### src/rtl/i2c_bus_arbiter_pkg.sv
// Shared types and sizes for the four-way AS5600 angle-read arbiter.
// One I2C master is time-shared across four encoder buses.
package i2c_bus_arbiter_pkg;

    localparam int NUM_REQ = 4;
    localparam int IDX_W   = 2;
    localparam int ANGLE_W = 12;
    localparam int TMO_W   = 20;

    typedef enum logic [2:0] {
        IDLE,
        SETTLE,
        START,
        WAIT,
        RESP
    } state_t;

    typedef struct packed {
        logic [ANGLE_W-1:0] data;
        logic               err;
    } rsp_t;

endpackage

### src/rtl/i2c_bus_arbiter_rr_arbiter.sv
// Combinational round-robin picker: first set request at or above ptr, wrapping.
// With no request, gnt_onehot is zero and gnt_idx echoes ptr.
module rr_arbiter
    import i2c_bus_arbiter_pkg::*;
(
    input  logic [NUM_REQ-1:0] req,
    input  logic [IDX_W-1:0]   ptr,
    output logic [NUM_REQ-1:0] gnt_onehot,
    output logic [IDX_W-1:0]   gnt_idx
);

    logic             found;
    logic [IDX_W-1:0] idx;

    always_comb begin
        gnt_onehot = '0;
        gnt_idx    = ptr;
        found      = 1'b0;
        idx        = ptr;
        for (int i = 0; i < NUM_REQ; i++) begin
            // IDX_W-bit add wraps modulo NUM_REQ
            idx = ptr + IDX_W'(i);
            if (!found && req[idx]) begin
                found           = 1'b1;
                gnt_idx         = idx;
                gnt_onehot[idx] = 1'b1;
            end
        end
    end

endmodule

### src/rtl/i2c_bus_arbiter.sv
// Grants the shared I2C master to one requester at a time, settles the SCL/SDA mux,
// runs one read with a timeout and returns the result to the owner.
module i2c_bus_arbiter
    import i2c_bus_arbiter_pkg::*;
#(
    parameter int SETTLE_CYCLES  = 8,
    parameter int TIMEOUT_CYCLES = 100000
) (
    input  logic               clock,
    input  logic               reset,
    input  logic [NUM_REQ-1:0] req,
    output logic [NUM_REQ-1:0] grant,
    output logic [NUM_REQ-1:0] rsp_valid,
    output logic [ANGLE_W-1:0] rsp_data,
    output logic               rsp_err,
    output logic               busy,
    output logic [IDX_W-1:0]   mux_sel,
    output logic               i2c_start,
    output logic               i2c_abort,
    input  logic               i2c_done,
    input  logic               i2c_error,
    input  logic [ANGLE_W-1:0] i2c_data
);

    localparam logic [TMO_W-1:0] SETTLE_LAST = TMO_W'(SETTLE_CYCLES - 1);
    localparam logic [TMO_W-1:0] TMO_LAST    = TMO_W'(TIMEOUT_CYCLES - 1);

    state_t             state, state_nx;
    logic [TMO_W-1:0]   cnt, cnt_nx;
    logic [IDX_W-1:0]   rr_ptr;
    logic [NUM_REQ-1:0] arb_onehot;
    logic [IDX_W-1:0]   arb_idx;
    rsp_t               rsp_q;

    rr_arbiter u_rr (
        .req        (req),
        .ptr        (rr_ptr),
        .gnt_onehot (arb_onehot),
        .gnt_idx    (arb_idx)
    );

    // One counter serves both the settle delay and the read timeout
    always_comb begin
        state_nx  = state;
        cnt_nx    = cnt;
        i2c_start = 1'b0;
        i2c_abort = 1'b0;
        case (state)
            IDLE: begin
                if (|req) begin
                    state_nx = (SETTLE_CYCLES > 0) ? SETTLE : START;
                    cnt_nx   = '0;
                end
            end
            SETTLE: begin
                if (cnt == SETTLE_LAST) begin
                    state_nx = START;
                    cnt_nx   = '0;
                end else begin
                    cnt_nx = cnt + 1'b1;
                end
            end
            START: begin
                i2c_start = 1'b1;
                cnt_nx    = '0;
                state_nx  = WAIT;
            end
            WAIT: begin
                // A done landing on the last timeout cycle wins over the abort
                if (i2c_done) begin
                    state_nx = RESP;
                end else if (cnt == TMO_LAST) begin
                    i2c_abort = 1'b1;
                    state_nx  = RESP;
                end else begin
                    cnt_nx = cnt + 1'b1;
                end
            end
            RESP:    state_nx = IDLE;
            default: state_nx = IDLE;
        endcase
    end

    always_ff @(posedge clock or posedge reset) begin
        if (reset) begin
            state   <= IDLE;
            cnt     <= '0;
            rr_ptr  <= '0;
            grant   <= '0;
            mux_sel <= '0;
            rsp_q   <= '0;
        end else begin
            state <= state_nx;
            cnt   <= cnt_nx;
            if (state == IDLE && |req) begin
                grant   <= arb_onehot;
                mux_sel <= arb_idx;
            end
            if (state == WAIT) begin
                if (i2c_done)
                    rsp_q <= '{data: i2c_data, err: i2c_error};
                else if (i2c_abort)
                    rsp_q <= '{data: '0, err: 1'b1};
            end
            if (state == RESP) begin
                grant  <= '0;
                rr_ptr <= mux_sel + IDX_W'(1);
            end
        end
    end

    assign rsp_valid = (state == RESP) ? grant : '0;
    assign rsp_data  = rsp_q.data;
    assign rsp_err   = rsp_q.err;
    assign busy      = (state != IDLE);

endmodule

### config.mk
export PLATFORM = sky130hd
export DESIGN_NAME = i2c_bus_arbiter
export DESIGN_NICKNAME = d
export VERILOG_FILES = /design/src/rtl/i2c_bus_arbiter_pkg.sv /design/src/rtl/i2c_bus_arbiter_rr_arbiter.sv /design/src/rtl/i2c_bus_arbiter.sv
export SDC_FILE = /design/constraint.sdc
export NUM_CORES = 1
export LEC_CHECK = 0
export ABC_AREA = 1
export BUFFER_PORTS_ARGS = -buffer_cell sky130_fd_sc_hd__buf_2
export CORE_MARGIN = 2
export CORE_UTILIZATION = 30
export CTS_BUF_LIST = sky130_fd_sc_hd__clkbuf_2 sky130_fd_sc_hd__clkbuf_4 sky130_fd_sc_hd__clkbuf_8
export DETAILED_ROUTE_END_ITERATION = 8
export HOLD_SLACK_MARGIN = 0.15
export PLACE_DENSITY = 0.46
export SLEW_MARGIN = 20
export SYNTH_ARGS = -nofsm -noshare
export SYNTH_HDL_FRONTEND = slang
export SYNTH_SLANG_ARGS = --single-unit
### constraint.sdc
create_clock -name clock -period 2.6 [get_ports clock]
set_input_delay 0 -clock clock [delete_from_list [all_inputs] [get_ports clock]]
set_output_delay 0 -clock clock [all_outputs]
set_load 0.01 [all_outputs]
==> flow_summary_export.csv <==
group,metric,value,unit
critical_path,crit_arrival,2.28,ns
finish,stdcell_area,3830,um^2
hold_path,hp-class,"in -> reg",
synth,avgSynthCellArea,6.93,um^2
synth,yosys-top-cells-area,"dfrtp_1 35%, nand2_1 20%, nor2_1 6.6%, inv_1 4.5%, nand3_1 4.3%",
floorplanning,start_util,30.5,%
synth,yosys-top-cells-count,"168 x nand2_1, 55 x nor2_1, 44 x dfrtp_1, 37 x inv_1, 27 x nand3_1",
cts,clock_latency,0.31,ns
synth,yosys_warnings,0,
synth,synth_area,3110,um^2
critical_path,reg2reg_depth,11,
routing,drtAntennaViolNets,0,
power_and_ir_drop,power_density,862,nW/um^2
finish,diodes,0,
sta,setup_viol,0,
routing,vias,3062,
cts,htreeDepth,2,
sta,fmax,0.481,GHz
global_route,first_global_vias,2931,
synth,synth_most_common_cell,"nand2_1",
floorplanning,core,10200,um^2
critical_path,cp-end-kind,"flip-flop",
global_route,antenna_found_initial,0,
routing,via_per_inst,4.65,
synth,seq_area_frac_synth,35.4,%
sta,setup_slack,0.521,ns
sta,period_minus_slack,2.08,ns
critical_path,reg2reg_from,"rr_ptr[1]",
floorplanning,die_area,11200,um^2
global_route,met2_usage,24.4,%
critical_path,path_class,"reg -> reg",
placement,place_hpwl,5920,um
power_and_ir_drop,p_leak,1.81,nW
floorplanning,die_width,106,um
cts,cts-root-buf,"clkbuf_8",
cts,clock_path_buffers,2,
global_route,grt_use_total,15.1,%
critical_path,r2r-end,"mux_sel[1]",
routing,drtIter0Drc,199,
critical_path,start_kind,"flip-flop",
placement,dp_slack,0.548,ns
global_route,busiest_layer,"met2",
cts,numCtsBuffers,5,
global_route,grt_pass1_wl,13900,um
sta,finClkSkew,0.00664,ns
sta,timing.final.crit_share,80.0,%
cts,cts_resized,0,
cts,cts_hold_buf,25,
finish,layout.nets,551,
finish,drive_above_1_share,17.0,%
placement,placed_cells,625,
routing,firstDrtPassIters,5,
flow_run,maxCapViolCount,0,
synth,ys_seq_elements,44,
synth,synth.distinct_cells,28,
synth,ys.flop_type,"dfrtp_1",
routing,drc,0,
finish,final_cells,658,
sta,hold_ws,0.208,ns
cts,postCtsSetupBuffers,0,
placement,io_buffers,45,
synth,yosysTopAreaCell,"dfrtp_1",
critical_path,worstSetupStartpoint,"rr_ptr[1]",
critical_path,crit_path_end,"mux_sel[1]",
sta,rsz0062_at_grt,"false",
outcome,outcome,"complete, no violations",
power_and_ir_drop,irDropWorstVdd,0.369,mV
global_route,use_met1,20.2,%
routing,drt_wl_total,7940,um
floorplanning,die_h,106,um
global_route,grt.overflow.total,0,
critical_path,critPathMaxFanout,9,
cts,cts_tree,"done",
sta,relSlewSlack,37.1,%
floorplanning,rows,37,
critical_path,cp_data_required_time,2.80,ns
synth,synth_edf_count,0,
cts,numClockSinks,44,
global_route,grt_start_max_net_pins,45,
synth,ys_async_sr_fraction,100,%
sta,slew_viol_final,0,
routing,avgRoutedWirePerCell,12.1,um
cts,path_clk_slew,0.09,ns
sta,setup-tns-final,0,ns
finish,flow.area_growth_from_synthesis,23.4,%
sta,hold_viol_final,0,
synth,synth_cells,448,
sta,tightest_slew,0.942,ns
placement,postPlaceCellArea,3470,um^2
placement,finalWeightedCongestion,0.906,
critical_path,ff2ff_setup_slack,0.52,ns
floorplanning,ioPinCount,46,
synth,syn_nets,478,
global_route,use_met3,2.84,%
synth,synth_top_area_share,35.4,%
==> worst max-delay path, cell delays in order, from the launching register on <==
cell and delay (ns):
dfrtp_1 0.56, inv_1 0.24, ha_1 0.41, inv_1 0.07, nand3_1 0.09, nand2_2 0.11, inv_2 0.13, nand2_2 0.08
nand2_1 0.06, nand3_1 0.08, nand2_1 0.08, a21oi_1 0.05
==> cells by family after synthesis <==
logic type,count (synthesis),synth area share (%)
DFF,44,35.4
xor gates and xnor gates,8,2.26
and+or+nand+nor,290,42.9
buffers and inverters,54,7.65
AOI/OAI and AO/OA,42,7.69
adders and majority gates,10,4.03
==> layout make-up <==
type	instances	area (um^2)
clock inverter	3	46.3
multi-input combinational	350	1770
inverter	46	173
timing repair buffer	74	505
sequential	44	1100
clock buffer	5	68.8
tap	136	170
fill	1119	6350
==> metrics by stage <==
| stage | util, % | power [mW] |
|---|---|---|
| after global placement | 34.0 | 2.72 |
| after detailed placement | 34.0 | 2.72 |
| after floorplan | - | 2.27 |
| after global routing | 37.6 | 3.62 |
| final | 37.6 | 3.30 |
| after CTS | 37.6 | 3.35 |
==> power by group <==
part           switching, mW  internal, mW
Combinational           1.14         0.587
Sequential             0.154         0.863
Clock                  0.273         0.290
Total                   1.57          1.74
==> flip-flops by register name, summed over array words and instances (netlist names) <==
name	cells
grant	4
rsp_err	1
rr_ptr	2
rsp_data	12
cnt	20
mux_sel	2
state	3
==> per-layer routing <==
layer	up-vias	wire (um)
met3	11	390
met2	76	3650
met4	0	125
met5	-	0
li1	1582	-
met1	1393	3770
==> layout by cell type, fill, tap and decap left out, types with 2 or more instances in the layout <==
cell type and instances:
a21oi_1 5, buf_2 45, buf_4 4, clkbuf_8 5, dfrtp_1 44, dlygate4sd3_1 25
ha_1 10, inv_1 36, inv_2 10, nand2_1 168, nand2_2 8, nand3_1 27
nand3_2 3, nand3_4 4, nand3b_1 2, nand4_1 12, nor2_1 55, nor2_4 3
nor3_1 4, o211ai_1 10, o21ai_0 10, o21ai_1 15, xor2_1 7
==> how the worst min path moves through the flow <==
stage,start,end,depth (start not counted)
after CTS,req[1],state[0],5
after detailed placement,i2c_data[8],rsp_data[8],3
final,req[1],state[0],5
after global placement,i2c_data[1],rsp_data[1],3
after global routing,req[3],state[0],5
after floorplan,i2c_done,i2c_abort,1
(Power assumes the default switching activity.)
